**config.mk**
```make
export PLATFORM = sky130hd
export DESIGN_NAME = pit8253_sequencer_flat
export DESIGN_NICKNAME = d
export VERILOG_FILES = /design/src/rtl/pit8253_sequencer_pkg.sv /design/src/rtl/pit8253_sequencer_if.sv /design/src/rtl/pit8253_sequencer_arbiter.sv /design/src/rtl/pit8253_sequencer.sv /design/src/flat_wrapper.sv
export SDC_FILE = /design/constraint.sdc
export NUM_CORES = 1
export LEC_CHECK = 0
export ABC_AREA = 1
export BUFFER_PORTS_ARGS = -buffer_cell sky130_fd_sc_hd__buf_2
export CORE_MARGIN = 3
export CORE_UTILIZATION = 50
export CTS_CLUSTER_DIAMETER = 80
export DETAILED_ROUTE_END_ITERATION = 10
export GPL_ROUTABILITY_DRIVEN = 1
export PLACE_DENSITY = 0.78
export SLEW_MARGIN = 20
export SYNTH_ARGS = -nofsm -noshare
export SYNTH_HDL_FRONTEND = slang
export SYNTH_HIERARCHICAL = 1
export SYNTH_SLANG_ARGS = --single-unit
```
**constraint.sdc**
```tcl
create_clock -name clk -period 2.8 [get_ports clk]
set_input_delay 0.14 -clock clk [delete_from_list [all_inputs] [get_ports clk]]
set_output_delay 0.14 -clock clk [all_outputs]
set_load 0.005 [all_outputs]
```
**src/rtl/pit8253_sequencer_pkg.sv**
```systemverilog
// pit_pkg: shared definitions for the pit8253 bus sequencer.
//   state_t      - sequencer FSM states
//   PIT_CW_ADDR  - pit8253 address of the control-word register
//   RL_*         - read/load field values for the control word
//   M0..M5       - PIT counting modes
//   idx_inc      - 2-bit channel index increment, wrapping 2 -> 0
//   bit_at       - select one request bit by channel index
//   idx_onehot   - channel index to one-hot vector
package pit_pkg;

  typedef enum logic [3:0] {
    S_IDLE  = 4'd0,
    S_GRANT = 4'd1,
    S_CW    = 4'd2,
    S_LSB   = 4'd3,
    S_MSB   = 4'd4,
    S_LATCH = 4'd5,
    S_RDL   = 4'd6,
    S_RDM   = 4'd7,
    S_DONE  = 4'd8
  } state_t;

  localparam logic [1:0] PIT_CW_ADDR = 2'b11;
  localparam logic [1:0] RL_LSBMSB   = 2'b11;
  localparam logic [1:0] RL_LATCH    = 2'b00;

  localparam logic [2:0] M0 = 3'd0;
  localparam logic [2:0] M1 = 3'd1;
  localparam logic [2:0] M2 = 3'd2;
  localparam logic [2:0] M3 = 3'd3;
  localparam logic [2:0] M4 = 3'd4;
  localparam logic [2:0] M5 = 3'd5;

  // Only channels 0..2 exist, so index 2 (and the unused 3) wrap to 0.
  function automatic logic [1:0] idx_inc(input logic [1:0] i);
    case (i)
      2'd0:    idx_inc = 2'd1;
      2'd1:    idx_inc = 2'd2;
      default: idx_inc = 2'd0;
    endcase
  endfunction

  function automatic logic bit_at(input logic [2:0] v, input logic [1:0] i);
    case (i)
      2'd0:    bit_at = v[0];
      2'd1:    bit_at = v[1];
      2'd2:    bit_at = v[2];
      default: bit_at = 1'b0;
    endcase
  endfunction

  function automatic logic [2:0] idx_onehot(input logic [1:0] i);
    case (i)
      2'd0:    idx_onehot = 3'b001;
      2'd1:    idx_onehot = 3'b010;
      2'd2:    idx_onehot = 3'b100;
      default: idx_onehot = 3'b000;
    endcase
  endfunction

endpackage

```
**src/rtl/pit8253_sequencer_if.sv**
```systemverilog
// pit8253 host-bus interface.
//   pit_a, pit_din, pit_wr, pit_rd : sequencer -> pit8253
//   pit_dout                       : pit8253 -> sequencer
// master modport is the sequencer, slave modport is the pit8253 side.
interface pit8253_sequencer_if;
  logic [1:0] pit_a;
  logic [7:0] pit_din;
  logic       pit_wr;
  logic       pit_rd;
  logic [7:0] pit_dout;

  modport master (output pit_a, output pit_din, output pit_wr, output pit_rd, input pit_dout);
  modport slave  (input pit_a, input pit_din, input pit_wr, input pit_rd, output pit_dout);
endinterface

```
**src/rtl/pit8253_sequencer_arbiter.sv**
```systemverilog
// pit_rr_arbiter: 3-way round-robin arbiter.
//   clk, reset   : clock, async active-high reset
//   req          : per-channel request
//   done         : sequence complete, advance pointer past done_idx
//   done_idx     : channel that just completed
//   grant        : one-hot winner (zero when no request)
//   grant_idx    : 2-bit index of the winner
//   grant_valid  : some request is pending
module pit_rr_arbiter
  import pit_pkg::*;
#(
  parameter logic [1:0] RR_START = 2'd0
) (
  input  logic       clk,
  input  logic       reset,
  input  logic [2:0] req,
  input  logic       done,
  input  logic [1:0] done_idx,
  output logic [2:0] grant,
  output logic [1:0] grant_idx,
  output logic       grant_valid
);

  logic [1:0] rr_r;
  logic [1:0] idx1_s;
  logic [1:0] idx2_s;
  logic [1:0] sel_s;
  logic       valid_s;

  // Priority pointer: moves to the channel after the one just served.
  always_ff @(posedge clk or posedge reset) begin
    if (reset) begin
      rr_r <= RR_START;
    end else if (done) begin
      rr_r <= idx_inc(done_idx);
    end else begin
      rr_r <= rr_r;
    end
  end

  // Search rr, rr+1, rr+2 (mod 3) for the first pending request.
  always_comb begin
    idx1_s  = idx_inc(rr_r);
    idx2_s  = idx_inc(idx1_s);
    sel_s   = rr_r;
    valid_s = 1'b1;
    if (bit_at(req, rr_r)) begin
      sel_s = rr_r;
    end else if (bit_at(req, idx1_s)) begin
      sel_s = idx1_s;
    end else if (bit_at(req, idx2_s)) begin
      sel_s = idx2_s;
    end else begin
      sel_s   = rr_r;
      valid_s = 1'b0;
    end
  end

  assign grant       = valid_s ? idx_onehot(sel_s) : 3'b000;
  assign grant_idx   = sel_s;
  assign grant_valid = valid_s;

endmodule

```
**src/rtl/pit8253_sequencer.sv**
```systemverilog
// pit8253_sequencer: shares the pit8253 host bus between three requesters,
// keeping each program (CW/LSB/MSB) or read-back (latch/LSB/MSB) sequence atomic.
//   clk, reset : clock, async active-high reset
//   ce, tce    : pit8253 bus / timer clock enables
//   req        : per-channel level request, held until ack
//   req_rd     : per-channel op, 0 program, 1 latched read-back
//   req_mode   : 3 bits per channel, PIT mode
//   req_count  : 16 bits per channel, initial count
//   ack        : one-clk pulse when a channel's sequence completes
//   rd_value   : read-back count, valid with rd_valid
//   rd_valid   : one-clk pulse with ack of a read request
//   busy       : a sequence is in progress
//   pit        : pit8253 host bus (master side)
module pit8253_sequencer
  import pit_pkg::*;
#(
  parameter logic       BCD      = 1'b0,
  parameter logic [1:0] RR_START = 2'd0
) (
  input  logic                       clk,
  input  logic                       reset,
  input  logic                       ce,
  input  logic                       tce,
  input  logic [2:0]                 req,
  input  logic [2:0]                 req_rd,
  input  logic [8:0]                 req_mode,
  input  logic [47:0]                req_count,
  output logic [2:0]                 ack,
  output logic [15:0]                rd_value,
  output logic                       rd_valid,
  output logic                       busy,
  pit8253_sequencer_if.master        pit
);

  state_t      state_r, state_s;
  logic [1:0]  ch_r, ch_s;
  logic [2:0]  ch_oh_r, ch_oh_s;
  logic        op_rd_r, op_rd_s;
  logic [2:0]  mode_r, mode_s;
  logic [15:0] count_r, count_s;
  logic [1:0]  a_r, a_s;
  logic [7:0]  din_r, din_s;
  logic        rd_r, rd_s;
  logic [15:0] rd_value_r, rd_value_s;
  logic [2:0]  ack_r, ack_s;
  logic        rd_valid_r, rd_valid_s;
  logic        busy_r, busy_s;
  logic [2:0]  ack_mask_r;

  logic [2:0]  req_eff_s;
  logic [2:0]  gnt_s;
  logic [1:0]  gnt_idx_s;
  logic        gnt_valid_s;
  logic        sel_rd_s;
  logic [2:0]  sel_mode_s;
  logic [15:0] sel_count_s;
  logic        wr_state_s;

  // A requester may still hold req in the cycle after its ack; ignore it then.
  assign req_eff_s = req & ~ack_mask_r;

  pit_rr_arbiter #(.RR_START(RR_START)) u_arb (
    .clk         (clk),
    .reset       (reset),
    .req         (req_eff_s),
    .done        (state_r == S_DONE),
    .done_idx    (ch_r),
    .grant       (gnt_s),
    .grant_idx   (gnt_idx_s),
    .grant_valid (gnt_valid_s)
  );

  // Pick the winning channel's op, mode and count.
  always_comb begin
    case (gnt_idx_s)
      2'd1: begin
        sel_rd_s    = req_rd[1];
        sel_mode_s  = req_mode[5:3];
        sel_count_s = req_count[31:16];
      end
      2'd2: begin
        sel_rd_s    = req_rd[2];
        sel_mode_s  = req_mode[8:6];
        sel_count_s = req_count[47:32];
      end
      default: begin
        sel_rd_s    = req_rd[0];
        sel_mode_s  = req_mode[2:0];
        sel_count_s = req_count[15:0];
      end
    endcase
  end

  // The write strobe is gated by ce so it covers exactly the one ce cycle.
  assign wr_state_s = (state_r == S_CW) || (state_r == S_LSB) ||
                      (state_r == S_MSB) || (state_r == S_LATCH);
  assign pit.pit_wr = ce & wr_state_s;

  // Next-state and next-output logic; bus values are set on entry to each state.
  always_comb begin
    state_s    = state_r;
    ch_s       = ch_r;
    ch_oh_s    = ch_oh_r;
    op_rd_s    = op_rd_r;
    mode_s     = mode_r;
    count_s    = count_r;
    a_s        = a_r;
    din_s      = din_r;
    rd_s       = rd_r;
    rd_value_s = rd_value_r;
    ack_s      = 3'b000;
    rd_valid_s = 1'b0;
    busy_s     = busy_r;
    case (state_r)
      S_IDLE: begin
        if (gnt_valid_s) begin
          state_s = S_GRANT;
          ch_s    = gnt_idx_s;
          ch_oh_s = gnt_s;
          op_rd_s = sel_rd_s;
          mode_s  = sel_mode_s;
          count_s = sel_count_s;
          busy_s  = 1'b1;
        end else begin
          state_s = S_IDLE;
        end
      end
      S_GRANT: begin
        a_s = PIT_CW_ADDR;
        if (op_rd_r) begin
          state_s = S_LATCH;
          din_s   = {ch_r, RL_LATCH, 4'b0000};
        end else begin
          state_s = S_CW;
          din_s   = {ch_r, RL_LSBMSB, mode_r, BCD};
        end
      end
      S_CW: begin
        if (ce) begin
          state_s = S_LSB;
          a_s     = ch_r;
          din_s   = count_r[7:0];
        end else begin
          state_s = S_CW;
        end
      end
      S_LSB: begin
        if (ce) begin
          state_s = S_MSB;
          din_s   = count_r[15:8];
        end else begin
          state_s = S_LSB;
        end
      end
      S_MSB: begin
        if (ce) begin
          state_s = S_DONE;
          ack_s   = ch_oh_r;
          busy_s  = 1'b0;
          a_s     = PIT_CW_ADDR;
          din_s   = 8'h00;
        end else begin
          state_s = S_MSB;
        end
      end
      S_LATCH: begin
        if (ce) begin
          state_s = S_RDL;
          a_s     = ch_r;
          din_s   = 8'h00;
          rd_s    = 1'b1;
        end else begin
          state_s = S_LATCH;
        end
      end
      S_RDL: begin
        // Capture on the strobe, hold rd low one cycle, then start the MSB read.
        if (rd_r) begin
          if (tce) begin
            rd_value_s[7:0] = pit.pit_dout;
            rd_s            = 1'b0;
          end else begin
            rd_s = 1'b1;
          end
        end else begin
          state_s = S_RDM;
          rd_s    = 1'b1;
        end
      end
      S_RDM: begin
        if (rd_r) begin
          if (tce) begin
            rd_value_s[15:8] = pit.pit_dout;
            rd_s             = 1'b0;
          end else begin
            rd_s = 1'b1;
          end
        end else begin
          state_s    = S_DONE;
          ack_s      = ch_oh_r;
          rd_valid_s = 1'b1;
          busy_s     = 1'b0;
          a_s        = PIT_CW_ADDR;
        end
      end
      S_DONE: begin
        state_s = S_IDLE;
      end
      default: begin
        state_s = S_IDLE;
      end
    endcase
  end

  // State and registered outputs.
  always_ff @(posedge clk or posedge reset) begin
    if (reset) begin
      state_r    <= S_IDLE;
      ch_r       <= 2'd0;
      ch_oh_r    <= 3'b000;
      op_rd_r    <= 1'b0;
      mode_r     <= 3'd0;
      count_r    <= 16'h0000;
      a_r        <= PIT_CW_ADDR;
      din_r      <= 8'h00;
      rd_r       <= 1'b0;
      rd_value_r <= 16'h0000;
      ack_r      <= 3'b000;
      rd_valid_r <= 1'b0;
      busy_r     <= 1'b0;
      ack_mask_r <= 3'b000;
    end else begin
      state_r    <= state_s;
      ch_r       <= ch_s;
      ch_oh_r    <= ch_oh_s;
      op_rd_r    <= op_rd_s;
      mode_r     <= mode_s;
      count_r    <= count_s;
      a_r        <= a_s;
      din_r      <= din_s;
      rd_r       <= rd_s;
      rd_value_r <= rd_value_s;
      ack_r      <= ack_s;
      rd_valid_r <= rd_valid_s;
      busy_r     <= busy_s;
      ack_mask_r <= ack_r;
    end
  end

  assign ack        = ack_r;
  assign rd_value   = rd_value_r;
  assign rd_valid   = rd_valid_r;
  assign busy       = busy_r;
  assign pit.pit_a  = a_r;
  assign pit.pit_din = din_r;
  assign pit.pit_rd = rd_r;

endmodule

```
**src/flat_wrapper.sv**
```systemverilog
// flat-port wrapper written by rule: the top's interface ports become plain ports
module pit8253_sequencer_flat import pit_pkg::*;
#(
  parameter logic       BCD      = 1'b0,
  parameter logic [1:0] RR_START = 2'd0
)
  (clk, reset, ce, tce, req, req_rd, req_mode, req_count, ack, rd_value, rd_valid, busy, pit_pit_a, pit_pit_din, pit_pit_wr, pit_pit_rd, pit_pit_dout);
  pit8253_sequencer_if pit_i ();
  input  logic clk;
  input  logic reset;
  input  logic ce;
  input  logic tce;
  input  logic [2:0] req;
  input  logic [2:0] req_rd;
  input  logic [8:0] req_mode;
  input  logic [47:0] req_count;
  output logic [2:0] ack;
  output logic [15:0] rd_value;
  output logic rd_valid;
  output logic busy;
  output wire logic [$bits(pit_i.pit_a)-1:0] pit_pit_a;
  output wire logic [$bits(pit_i.pit_din)-1:0] pit_pit_din;
  output wire logic [$bits(pit_i.pit_wr)-1:0] pit_pit_wr;
  output wire logic [$bits(pit_i.pit_rd)-1:0] pit_pit_rd;
  input wire logic [$bits(pit_i.pit_dout)-1:0] pit_pit_dout;
  assign pit_pit_a = pit_i.pit_a;
  assign pit_pit_din = pit_i.pit_din;
  assign pit_pit_wr = pit_i.pit_wr;
  assign pit_pit_rd = pit_i.pit_rd;
  assign pit_i.pit_dout = pit_pit_dout;
  pit8253_sequencer #(.BCD(BCD), .RR_START(RR_START)) u_core (.clk(clk), .reset(reset), .ce(ce), .tce(tce), .req(req), .req_rd(req_rd), .req_mode(req_mode), .req_count(req_count), .ack(ack), .rd_value(rd_value), .rd_valid(rd_valid), .busy(busy), .pit(pit_i));
endmodule
```
Word-level counts from Yosys, hierarchy flattened
Index checks and enable logic that the tools add are counted.

Equality and inequality tests: 26. Mux-type cells: 51. Bitwise logic cells: 3. Reductions and logical operators: 23.

Operator list (count): one-hot mux 16 bit (2 select lines) (1); one-hot mux 4 bit (8 select lines) (1); one-hot mux 8 bit (4 select lines) (1); 2-to-1 mux 8 bit (3); 2-to-1 mux 1 bit (17); equality test 4 x 3 -> 1 bit, second input constant (4); one-hot mux 1 bit (3 select lines) (5); 2-to-1 mux 2 bit (7); 2-to-1 mux 3 bit (4); 2-to-1 mux 4 bit (3); inequality test 2 bit, second input constant (6); one-hot mux 2 bit (2 select lines) (3); one-hot mux 3 bit (2 select lines) (2); AND reduction 4 bit (3); equality test 2 x 1 -> 1 bit, second input constant (5); logical NOT 2 bit (5); one-hot mux 3 bit (3 select lines) (1); equality test 2 bit, second input constant (4); equality test 4 x 2 -> 1 bit, second input constant (2); one-hot mux 2 bit (4 select lines) (1); nonzero test 4 bit (2); 2-to-1 mux 6 bit (1); inequality test 2 x 1 -> 1 bit, second input constant (3); AND reduction 2 bit (3); other kinds (11) (16).

Word-level logic and storage cells: 119. Bits of input ports: 75. Register bits: 66. Output and inout port bits: 33.

Logic depth before layout (Yosys ltp)
Gate-level depths: netlist of run 1.

Depth after elaboration: 13. Depth in mapped cells: 18.

Modules after synthesis
Netlist of run 1, hierarchy kept.

By module, submodules not included: pit8253_sequencer (cells each 457, area each 3369.5 sq um, instances 1); pit_rr_arbiter (cells each 56, area each 291.5 sq um, instances 1).

Worst setup path before layout of run 1
Ideal clock, no wire load.

Path type: flip-flop to flip-flop. From: reg u_core.ack_mask_r[2]. To: reg u_core.count_r[0]. Library setup time: 0.066 ns. Cell stages (with the launch flop): 18. Path slack: 0.718 ns. Data arrival time: 2.017 ns. Data required time: 2.734 ns. Cells stage by stage: dfrtp_1 -> nor2_1 -> nand3_1 -> nand2_1 -> nor2_1 -> nand2_1 -> nand2_1 -> nand2_1 -> nand2_2 -> inv_1 -> inv_1 -> ha_1 -> inv_1 -> clkbuf_1 -> nand2_1 -> nand2_1 -> nand2_1 -> nand2_1.

Longest elaborated chain between the ends: 10. Elaborated cells between the ends (all ways): 18.

Ends and longest elaborated chain: from (decl) (line pit8253_sequencer.sv:48) `logic [2:0] ack_mask_r;`; from (signal assigned) (line pit8253_sequencer.sv:246) `ack_mask_r <= ack_r;`; NOT 3 bit (*) (line pit8253_sequencer.sv:60) `assign req_eff_s = req & ~ack_mask_r;`; AND 3 bit (*) (line pit8253_sequencer.sv:60); net u_core.req_eff_s[2] (line pit8253_sequencer.sv:50) `logic [2:0] req_eff_s;`; one-hot mux 1 bit (3 select lines) (line pit8253_sequencer_pkg.sv:44) `case (i)`; 2-to-1 mux 1 bit (line pit8253_sequencer_arbiter.sv:49) `end else if (bit_at(req, idx1_s)) begin`; 2-to-1 mux 1 bit (line pit8253_sequencer_arbiter.sv:47) `if (bit_at(req, rr_r)) begin`; 2-to-1 mux 2 bit (line pit8253_sequencer_arbiter.sv:51) `end else if (bit_at(req, idx2_s)) begin`; 2-to-1 mux 2 bit (line pit8253_sequencer_arbiter.sv:49); 2-to-1 mux 2 bit (*) (line pit8253_sequencer_arbiter.sv:47); net u_core.gnt_idx_s[0] (line pit8253_sequencer.sv:52) `logic [1:0] gnt_idx_s;`; equality test 2 bit / equality test 2 x 1 -> 1 bit (equally long branches) (line pit8253_sequencer.sv:75) `case (gnt_idx_s)`; one-hot mux 16 bit (2 select lines) (*) (line pit8253_sequencer.sv:75); to (signal assigned) (line pit8253_sequencer.sv:238) `count_r <= count_s;`; to (decl) (line pit8253_sequencer.sv:40) `logic [15:0] count_r, count_s;`.

Mark *: on every way through the listed nets, which the timed path passes. The rest lies on a longest branch. The select of a mux whose other input is x is not followed. A chain may end at the register's enable or synchronous reset.

Worst setup path in the final report of run 1
From: reg u_core.u_arb.rr_r[1]. To: reg u_core.op_rd_r.

Longest elaborated chain between the ends: 13. Elaborated cells between the ends (all ways): 27.

Ends and longest elaborated chain: from (decl) (line pit8253_sequencer_arbiter.sv:24) `logic [1:0] rr_r;`; from (signal assigned) (line pit8253_sequencer_arbiter.sv:35) `rr_r <= idx_inc(done_idx);`; from (signal assigned) (line pit8253_sequencer_arbiter.sv:37) `rr_r <= rr_r;`; equality test 2 x 1 -> 1 bit / logical NOT 2 bit (equally long branches) (line pit8253_sequencer_pkg.sv:36, pit8253_sequencer_pkg.sv:44); one-hot mux 2 bit (2 select lines) (line pit8253_sequencer_pkg.sv:36) `case (i)`; equality test 2 x 1 -> 1 bit / logical NOT 2 bit (equally long branches) (line pit8253_sequencer_pkg.sv:36, pit8253_sequencer_pkg.sv:44); one-hot mux 2 bit (2 select lines) (line pit8253_sequencer_pkg.sv:36); equality test 2 bit (tied with other cells) (line pit8253_sequencer_pkg.sv:44); one-hot mux 1 bit (3 select lines) (line pit8253_sequencer_pkg.sv:44); 2-to-1 mux 1 bit (line pit8253_sequencer_arbiter.sv:49); 2-to-1 mux 1 bit (line pit8253_sequencer_arbiter.sv:47); 2-to-1 mux 2 bit (line pit8253_sequencer_arbiter.sv:51); 2-to-1 mux 2 bit (line pit8253_sequencer_arbiter.sv:49); 2-to-1 mux 2 bit (*) (line pit8253_sequencer_arbiter.sv:47); net u_core.gnt_idx_s[0] (line pit8253_sequencer.sv:52); equality test 2 bit / equality test 2 x 1 -> 1 bit (equally long branches) (line pit8253_sequencer.sv:75); one-hot mux 1 bit (2 select lines) (*) (line pit8253_sequencer.sv:75); to (signal assigned) (line pit8253_sequencer.sv:236) `op_rd_r <= op_rd_s;`; to (decl) (line pit8253_sequencer.sv:38) `logic op_rd_r, op_rd_s;`.

Marked as above.

==> results.yml, run 1 <==
global_routing:
  grt_remaining_overflow: 0
  grt_pass1_vias: 3496
  grt_use_total_pct: 22.7
  largest_net_degree_at_the_start_of_global_routing: 47
  grt_antenna_before_repair: 0
  grt_pass1_wl_mm: 15.6
clock_network:
  cts.sink_count: 66
  clk_pin_slew_worst_paths_ps: 80
  post_cts_buffers: 0
  root_buffer: "sky130_fd_sc_hd__clkbuf_8"
  clk_latency_ps: 350
  tritoncts_clock_tree: "done"
  max_root_sink_buffers: 2
  cts_made_buffers: 9
  htree_num_levels: 3
setup_path:
  critical_path_peak_fanout: 20
  cp_slowest_stage_delay_ps: 480
  timing.critical_path.max_delay_family: "simple AND/OR/NAND/NOR gates"
  timing.reg2reg.setup_slack_ps: 310
  timing.critical_path.required_ps: 3040
  critical_path.most_common_cell: "sky130_fd_sc_hd__nand2_1"
  path_buf_inv: 4
  cp-end-kind: "flop"
  reg2reg_from: "u_core/u_arb/rr_r[1]"
  worst-r2r-cell-count: 16
  path_cells: "inv_4 -> nand3_1 -> nand2_1 -> nor2_1 -> nand2_1 -> nand2_1 -> nand2_1 -> nand2_2 -> inv_1 -> inv_1 -> ha_1 -> clkinvlp_4 -> nand2_1 -> nand2_1 -> nand2_1 -> nand2_1"
  critPathLaunchType: "flop"
  timing.critical_path.arrival_ps: 2730
  crit-reg2reg-capture: "u_core/op_rd_r"
  crit_type: "flop to flop"
  crit_path_top_delay_cell: "sky130_fd_sc_hd__dfrtp_1"
job:
  drv.max_cap_violation_count: 0
cells_and_area:
  fin_util_pct: 65.4
  final_cell_count_no_fill: 725
  layout.filler_cells: 599
  insertedDiodeCount: 0
  drive_above_1_share_pct: 25.8
  area_growth_syn_to_layout_pct: 24.1
  num-nets-final: 701
synthesis:
  netlist.area_leader.share_pct: 43.7
  most_used_standard_cell_by_instance_count_after_synthesis: "sky130_fd_sc_hd__nand2_1"
  post_synth_num_cell_types: 26
  synthArstFlopShare_pct: 100
  netlist.top_cell.by_area: "sky130_fd_sc_hd__dfrtp_1"
  synth-warning-count: 6
  synth_xor_area_share_pct: 0
  synth_cells: 513
  postSynthNetCount: 590
  synth_seq_area_share_pct: 45.2
  synth_compound_area_share_pct: 9.43
  synth_simple_gate_area_share_pct: 37.3
  postSynthRegisterBits: 66
  synth_enable_flop_cells: 0
  postSynthAreaPerCell_um2: 7.14
  synth.cell_area_um2: 3660
  yosys_most_used_dff: "sky130_fd_sc_hd__dfrtp_1"
  synth-adder-area-share_pct: 0.684
  post_synth_mux_area_share_pct: 0
  synth_area_leaders: "sky130_fd_sc_hd__dfrtp_1 (44%), sky130_fd_sc_hd__nand2_1 (26%), sky130_fd_sc_hd__inv_1 (5.0%), sky130_fd_sc_hd__a22o_1 (4.8%), sky130_fd_sc_hd__nor2_1 (2.8%)"
  synth.top_cells.by_count: "sky130_fd_sc_hd__nand2_1 (253), sky130_fd_sc_hd__dfrtp_1 (64), sky130_fd_sc_hd__inv_1 (49)"
  synth_top_family_by_area: "simple AND/OR/NAND/NOR gates"
run_status:
  run_status: "finished clean"
timing:
  post-route-period-util_pct: 89.0
  final.hold.worst_slack_ps: 42.9
  tightest_slew_ps: 955
  grt_setup_unrepaired: "false"
  setup-tns-final_ps: 0
  final_period_minus_worst_setup_slack_ps: 2490
  final-max-slew-violation-count: 0
  hold_viol: 0
  fin_skew_ps: 6.35
  setup_violations: 0
  achievable_frequency_mhz: 401
  relative_max_transition_margin_pct: 36.3
detailed_routing:
  route.detailed.drc: 0
  drt_first_pass_iters: 5
  drt_first_iter_violations: 194
  wire_per_inst_um: 12.3
  postRouteAntennaNets: 0
  finalWirelength_mm: 8.94
  post_drt_via_cell_ratio: 4.98
  via_count: 3608
die:
  dieArea_um2: 8390
  core_area_um2: 6940
  floorplan.io_pins: 108
  rows: 30
  initial_core_utilization_pct: 52.7
  floorplan.die.width_um: 91.6
  die_y_um: 91.6
hold_path:
  hold_path.class: "input pin to flop"
  holdCritStartpoint: "pit_pit_dout[7]"
  min_delay_path_depth: 3
  min_to: "u_core/rd_value[15]"
power_and_ir_drop:
  p_leak_nw: 2.69
  p_per_area_nw_per_um2: 1310
  total_power_w: 0.00596
  ir_worst_vdd_v: 0.00126
place:
  numPlacedInstances: 708
  gpl.final_weighted_congestion: 0.876
  numPortBuffers: 107
  post-dp-hpwl_mm: 6.68
worst min-delay path: cells and delay by family:
family / cells / cell delay (ps)
AOI/OAI and AO/OA: 1 / 60
buffers and inverters: 2 / 140
cell type report:
type / count / area [µm²] / share of cell area (%)
multi-input cells: 378 / 1740 / 38.3
flip-flops and latches: 66 / 1650 / 36.4
repair buffers: 114 / 591 / 13.0
inverters: 55 / 213 / 4.68
clock buffers: 10 / 138 / 3.03
well taps: 96 / 120 / 2.64
clock inverters: 6 / 88.8 / 1.96
worst max path at each step:
stage | to | cells after the start | slack (ps) | start
floorplan | u_core/count_r[0] | 17 | 720 | u_core/ack_mask_r[2]
global placement | u_core/count_r[0] | 16 | 470 | u_core/ack_mask_r[2]
detailed placement | u_core/op_rd_r | 16 | 360 | u_core/ack_mask_r[2]
CTS | u_core/op_rd_r | 16 | 340 | u_core/ack_mask_r[2]
global route | u_core/op_rd_r | 16 | 10 | u_core/u_arb/rr_r[0]
finish | u_core/op_rd_r | 16 | 310 | u_core/u_arb/rr_r[1]
sequential cells by signal (all words and copies together), names as in the netlist, 2 cells and up:
name	count
u_core/ack	3
u_core/rd_value	16
u_core/pit.pit_a	2
u_core/mode_r	3
u_core/count_r	16
u_core/ch_oh_r	3
u_core/state_r	4
u_core/ch_r	2
u_core/ack_mask_r	3
u_core/u_arb/rr_r	2
u_core/pit.pit_din	8
layer usage:
metal	track usage, %	vias to the layer above	share of wire [%]	wire length, µm
li1	-	1833	-	-
met3	5.14	19	7.7	686
met5	0	-	0	0
met4	8.67	0	2.1	185
met1	29.8	1595	45	4070
met2	36.5	161	45	4000
where the power goes:
group          total [W]  switching, W  leakage [nW]  internal, W
logic            0.00343       0.00220          1.73      0.00123
registers        0.00163      0.000267         0.849      0.00136
clock network   0.000905      0.000378         0.109     0.000527
repair_timing:
item,CTS,global route
setup endpoints to repair,0,13
hold buffers,1,0
hold endpoints to repair,2,0
resized for setup,0,3
cells by family after synthesis:
logic type	count (synthesis)
adders and majority gates	2
buffers and inverters	69
DFF	66
AOI/OAI and AO/OA	50
and+or+nand+nor	326
cell usage in the layout (no fill, tap or decap), drive strengths merged, types with 10 or more instances in the layout:
master and count:
a22o 20, buf 113, clkbuf 10, dfrtp 64
inv 55, nand2 258, nand3 21, nand4 10
nor2 36, o21ai 24
stage by stage:
stage	worst slack [ps]	cell area, µm²
2_1_floorplan	718	3660
3_3_place_gp	466	4300
3_5_place_dp	362	4300
4_1_cts	345	4530
5_1_grt	12.4	4540
6_report	308	4540
(Power assumes the default switching activity.)
==> run 2: changes to the inputs <==
--- a/config.mk
+++ b/config.mk
@@ -7,12 +7,14 @@
 export LEC_CHECK = 0
 export ABC_AREA = 1
 export BUFFER_PORTS_ARGS = -buffer_cell sky130_fd_sc_hd__buf_2
+export CELL_PAD_IN_SITES_DETAIL_PLACEMENT = 0
+export CELL_PAD_IN_SITES_GLOBAL_PLACEMENT = 1
 export CORE_MARGIN = 3
-export CORE_UTILIZATION = 50
+export CORE_UTILIZATION = 36
 export CTS_CLUSTER_DIAMETER = 80
 export DETAILED_ROUTE_END_ITERATION = 10
 export GPL_ROUTABILITY_DRIVEN = 1
-export PLACE_DENSITY = 0.78
+export PLACE_DENSITY_LB_ADDON = 0.1
 export SLEW_MARGIN = 20
 export SYNTH_ARGS = -nofsm -noshare
 export SYNTH_HDL_FRONTEND = slang
==> run 2 against run 1 <==
First-iteration DRC count down 27%; die area rose by 36%; critical path type unchanged; largest cell class unchanged; hold slack better by 4.4 ps; clock skew is 1.8 ps higher; count of clock-buffer cells in the layout up 4.
==> results.yml, run 2 (same netlist as run 1, synthesis figures left out) <==
setup_path:
  crit_type: "flop to flop"
  critPathLaunchType: "flop"
  cp-end-kind: "flop"
  critical_path_peak_fanout: 20
  timing.critical_path.required_ps: 3080
  timing.critical_path.arrival_ps: 2760
global_routing:
  grt_pass1_wl_mm: 15.4
  grt_remaining_overflow: 0
  grt_antenna_before_repair: 0
  grt_pass1_vias: 3391
  largest_net_degree_at_the_start_of_global_routing: 39
  grt_use_total_pct: 16.6
detailed_routing:
  postRouteAntennaNets: 0
  post_drt_via_cell_ratio: 4.41
  finalWirelength_mm: 8.86
  via_count: 3350
  drt_first_pass_iters: 4
  drt_first_iter_violations: 141
  route.detailed.drc: 0
  wire_per_inst_um: 11.7
cells_and_area:
  insertedDiodeCount: 0
  final_common_cell: "sky130_fd_sc_hd__nand2_1"
  layout_common_cells: "sky130_fd_sc_hd__nand2_1 (253), sky130_fd_sc_hd__buf_2 (107), sky130_fd_sc_hd__dfrtp_1 (64), sky130_fd_sc_hd__inv_1 (47), sky130_fd_sc_hd__nor2_1 (27)"
  num-nets-final: 699
  fin_util_pct: 46.2
  drive_above_1_share_pct: 24.9
  final_cell_count_no_fill: 760
  area_growth_syn_to_layout_pct: 24.0
timing:
  fin_skew_ps: 8.12
  final_period_minus_worst_setup_slack_ps: 2480
  achievable_frequency_mhz: 403
  relative_max_transition_margin_pct: 46.3
  final-max-slew-violation-count: 0
  hold_viol: 0
  setup-tns-final_ps: 0
  grt_setup_unrepaired: "false"
  post-route-period-util_pct: 88.5
  setup_violations: 0
  tightest_slew_ps: 805
  final.hold.worst_slack_ps: 47.4
clock_network:
  clk_pin_slew_worst_paths_ps: 70
  max_root_sink_buffers: 2
  root_buffer: "sky130_fd_sc_hd__clkbuf_8"
  post_cts_buffers: 0
  cts_made_buffers: 9
  tritoncts_clock_tree: "done"
  cts.sink_count: 66
  htree_num_levels: 3
  clk_latency_ps: 340
place:
  post-dp-hpwl_mm: 6.87
  numPortBuffers: 107
  gpl.final_weighted_congestion: 0.829
  numPlacedInstances: 743
power_and_ir_drop:
  p_leak_nw: 2.67
  ir_worst_vdd_v: 0.00104
  total_power_w: 0.00576
  p_per_area_nw_per_um2: 1270
die:
  initial_core_utilization_pct: 37.3
  floorplan.die.width_um: 107
  floorplan.io_pins: 108
  core_area_um2: 9820
  rows: 36
  dieArea_um2: 11400
  die_y_um: 107
run_status:
  run_status: "finished clean"
job:
  drv.max_cap_violation_count: 0
hold_path:
  hold_path.class: "input pin to flop"
-- run 2: repair_timing --
item,4_1_cts,5_1_grt
hold endpoints to repair,36,0
endpoints found under the setup margin,0,1
hold buffers,1,0
gates resized for setup,0,1
-- run 2: power by group --
group	leakage, nW	internal (W)	switching, W	total (W)
logic	1.72	0.00121	0.00213	0.00334
registers	0.849	0.00136	0.000265	0.00163
clock network	0.101	0.000460	0.000335	0.000794
-- run 2: final cells by class --
type / instances / area, µm²
inverters: 55 / 210
clock buffers: 14 / 163
fillers: 1093 / 5280
multi-input cells: 378 / 1740
well taps: 133 / 166
clock inverters: 2 / 35.0
repair buffers: 112 / 576
flip-flops and latches: 66 / 1650
-- run 2: path summary, 6_finish.rpt --
check / startpoint / end / slack [ps] / cells after the start
worst max-delay path: u_core/u_arb/rr_r[1] / u_core/count_r[12] / 320 / 16
worst min register to register: u_core/ack[0] / u_core/ack_mask_r[0] / 370 / 0
max in group asynchronous: reset / u_core/count_r[13] / 1590 / 4
worst max register to register: u_core/u_arb/rr_r[1] / u_core/count_r[12] / 320 / 16
min in group asynchronous: reset / u_core/u_arb/rr_r[1] / 210 / 3
worst min-delay path: pit_pit_dout[3] / u_core/rd_value[11] / 50 / 3
-- run 2: worst max-delay path, stage by stage (launching register included) --
cell	delay [ps]
sky130_fd_sc_hd__dfrtp_1	450
sky130_fd_sc_hd__inv_2	130
sky130_fd_sc_hd__nand3_1	150
sky130_fd_sc_hd__nand2_1	100
sky130_fd_sc_hd__nor2_1	100
sky130_fd_sc_hd__nand2_1	90
sky130_fd_sc_hd__nand2_1	70
sky130_fd_sc_hd__nand2_1	60
sky130_fd_sc_hd__nand2_2	90
sky130_fd_sc_hd__inv_1	60
sky130_fd_sc_hd__inv_1	70
sky130_fd_sc_hd__ha_1	570
sky130_fd_sc_hd__a22o_1	250
sky130_fd_sc_hd__nand2_1	60
sky130_fd_sc_hd__nand2_1	70
sky130_fd_sc_hd__nand2_1	50
sky130_fd_sc_hd__nand2_1	70
-- run 2: metal layers --
layer	vias to the layer above	routed length (µm)	GRT usage (%)
met4	0	166	7.12
met3	13	453	2.65
met5	-	0	0
li1	1829	-	-
met1	1411	4280	21.8
met2	97	3960	27.2
-- run 2: through the flow --
stage	instance area, µm²	setup slack, ps
detailed placement	4330	354
finish	4540	321
global route	4540	28.1
global placement	4330	371
CTS	4540	343
floorplan	3660	718
==> run 3: changes to the inputs <==
--- a/config.mk
+++ b/config.mk
@@ -6,7 +6,7 @@
 export NUM_CORES = 1
 export LEC_CHECK = 0
 export ABC_AREA = 1
-export BUFFER_PORTS_ARGS = -buffer_cell sky130_fd_sc_hd__buf_2
+export BUFFER_PORTS_ARGS = -buffer_cell sky130_fd_sc_hd__buf_4
 export CELL_PAD_IN_SITES_DETAIL_PLACEMENT = 0
 export CELL_PAD_IN_SITES_GLOBAL_PLACEMENT = 1
 export CORE_MARGIN = 3
@@ -14,7 +14,9 @@
 export CTS_CLUSTER_DIAMETER = 80
 export DETAILED_ROUTE_END_ITERATION = 10
 export GPL_ROUTABILITY_DRIVEN = 1
+export MAX_ROUTING_LAYER = met4
 export PLACE_DENSITY_LB_ADDON = 0.1
+export SKIP_CTS_REPAIR_TIMING = 1
 export SLEW_MARGIN = 20
 export SYNTH_ARGS = -nofsm -noshare
 export SYNTH_HDL_FRONTEND = slang
==> run 3 against run 2 <==
Total power up 4.2%; count of clock-buffer cells in the layout down 3; global-route usage up 0.67 points; register-to-register slack better by 40 ps; critical path type unchanged.
==> results.yml, run 3 (same netlist as run 1, synthesis figures left out) <==
cells_and_area:
  area_growth_syn_to_layout_pct: 31.5
  final_common_cell: "sky130_fd_sc_hd__nand2_1"
  num-nets-final: 700
  fin_util_pct: 49.0
  layout_common_cells: "sky130_fd_sc_hd__nand2_1 (253), sky130_fd_sc_hd__buf_4 (111), sky130_fd_sc_hd__dfrtp_1 (64), sky130_fd_sc_hd__inv_1 (47), sky130_fd_sc_hd__nor2_1 (27)"
  drive_above_1_share_pct: 25.6
  final_cell_count_no_fill: 759
  layout.filler_cells: 1026
  insertedDiodeCount: 0
die:
  floorplan.io_pins: 108
  core_area_um2: 9820
  rows: 36
  die_y_um: 107
  floorplan.die.width_um: 107
  dieArea_um2: 11400
  initial_core_utilization_pct: 37.3
place:
  numPortBuffers: 107
  post-dp-hpwl_mm: 7.07
  gpl.final_weighted_congestion: 0.887
  numPlacedInstances: 743
clock_network:
  root_buffer: "sky130_fd_sc_hd__clkbuf_8"
  cts.sink_count: 66
  htree_num_levels: 3
  clk_latency_ps: 340
  cts_made_buffers: 9
  tritoncts_clock_tree: "done"
  clk_pin_slew_worst_paths_ps: 70
  max_root_sink_buffers: 2
global_routing:
  grt_antenna_before_repair: 0
  grt_pass1_vias: 3319
  globalRouteMet1Util_pct: 22.8
  met3_capacity_usage_during_global_routing_pct: 3.55
  grt_pass1_wl_mm: 15.4
  grt_remaining_overflow: 0
  met2_usage_pct: 26.8
  grt_use_total_pct: 17.3
  busiest_layer: "met2"
  largest_net_degree_at_the_start_of_global_routing: 33
setup_path:
  cp-end-kind: "flop"
  timing.critical_path.required_ps: 3030
  critPathLaunchType: "flop"
  timing.critical_path.arrival_ps: 2670
  critical_path_peak_fanout: 10
  reg2reg_from: "u_core/u_arb/rr_r[1]"
  crit-reg2reg-capture: "u_core/op_rd_r"
  destination_of_the_critical_timing_path: "u_core/op_rd_r"
  crit_start: "u_core/u_arb/rr_r[1]"
  timing.reg2reg.setup_slack_ps: 360
  crit_type: "flop to flop"
  worst-r2r-cell-count: 16
run_status:
  run_status: "finished clean"
detailed_routing:
  drt_first_pass_iters: 4
  wire_per_inst_um: 12.2
  route.detailed.drc: 0
  post_drt_via_cell_ratio: 4.53
  via_count: 3436
  drt_first_iter_violations: 157
  finalWirelength_mm: 9.25
  postRouteAntennaNets: 0
timing:
  setup_violations: 0
  grt_setup_unrepaired: "false"
  hold_viol: 0
  post-route-period-util_pct: 87.3
  final.hold.worst_slack_ps: 66.0
  relative_max_transition_margin_pct: 71.9
  setup-tns-final_ps: 0
  final_period_minus_worst_setup_slack_ps: 2440
  achievable_frequency_mhz: 409
  fin_skew_ps: 6.43
  tightest_slew_ps: 421
  final-max-slew-violation-count: 0
power_and_ir_drop:
  p_per_area_nw_per_um2: 1250
  power_switching_share_pct: 47.2
  total_power_w: 0.00601
  seqPwrFrac_pct: 27.3
  clockPowerShare_pct: 13.1
  p_int_w: 0.00317
  total_switching_power_w: 0.00283
  p_leak_nw: 2.74
  ir_worst_vdd_v: 0.000670
  comb_power_share_pct: 59.6
hold_path:
  hold_path.class: "input pin to flop"
job:
  drv.max_cap_violation_count: 0
## run 3: cell types whose count changed in the layout (fill, tap and decap cells not counted)
cell                         previous run  this run
sky130_fd_sc_hd__buf_4                  4       111
sky130_fd_sc_hd__clkinv_2               1         2
sky130_fd_sc_hd__clkinvlp_4             1         2
sky130_fd_sc_hd__clkbuf_1               3         0
sky130_fd_sc_hd__buf_2                107         0
sky130_fd_sc_hd__ha_2                   0         2
sky130_fd_sc_hd__ha_1                   2         0
## run 3: layout make-up
type	instances	area [µm²]	share of cell area, %
Multi-Input combinational cell	378	1740	36.2
Tap cell	133	166	3.46
Timing Repair inverter	1	7.51	0.156
Clock buffer	11	151	3.14
Sequential cell	66	1650	34.4
Clock inverter	3	40.0	0.832
Timing Repair Buffer	112	843	17.5
Inverter	55	210	4.37
## run 3: worst min path at each step
stage | from | cells past startpoint | slack, ps | endpoint
finish | pit_pit_dout[2] | 3 | 70 | u_core/rd_value[10]
global route | pit_pit_dout[4] | 3 | 50 | u_core/rd_value[12]
CTS | reset | 2 | -360 | u_core/u_arb/rr_r[1]
detailed placement | reset | 2 | 20 | u_core/u_arb/rr_r[0]
global placement | reset | 2 | 20 | u_core/u_arb/rr_r[0]
floorplan | reset | 1 | -120 | u_core/u_arb/rr_r[0]
## run 3: through the flow
stage | worst slack (ps) | cell area (µm²)
2_1_floorplan | 718 | 3660
3_3_place_gp | 383 | 4600
3_5_place_dp | 300 | 4600
4_1_cts | 275 | 4790
5_1_grt | 39.8 | 4810
6_report | 357 | 4810
## run 3: worst max-delay path, cell delays in order, from the launching register on
cell and delay, ps:
sky130_fd_sc_hd__dfrtp_1 460, sky130_fd_sc_hd__inv_2 180, sky130_fd_sc_hd__nand2_1 100, sky130_fd_sc_hd__nor2_1 150, sky130_fd_sc_hd__nor2_2 80, sky130_fd_sc_hd__nand2_1 110
sky130_fd_sc_hd__nand2_1 60, sky130_fd_sc_hd__nand2_1 70, sky130_fd_sc_hd__nand2_2 70, sky130_fd_sc_hd__inv_1 80, sky130_fd_sc_hd__inv_1 60, sky130_fd_sc_hd__ha_2 400
sky130_fd_sc_hd__clkinvlp_4 220, sky130_fd_sc_hd__nand2_1 120, sky130_fd_sc_hd__nand2_1 70, sky130_fd_sc_hd__nand2_1 60, sky130_fd_sc_hd__nand2_1 50
## run 3: power by group through the flow
stage               sequential (W)  clock [W]  combinational [W]
finish                     0.00164   0.000784            0.00358
global route               0.00170   0.000861            0.00415
CTS                        0.00165   0.000817            0.00351
detailed placement         0.00166          0            0.00348
global placement           0.00165          0            0.00346
floorplan                  0.00161          0            0.00255
## run 3: per-layer routing
metal  vias to the layer above  wire length, µm
met2                       116             4250
li1                       1828                -
met4                         0              110
met5                         -                0
met1                      1485             4420
met3                         7              474
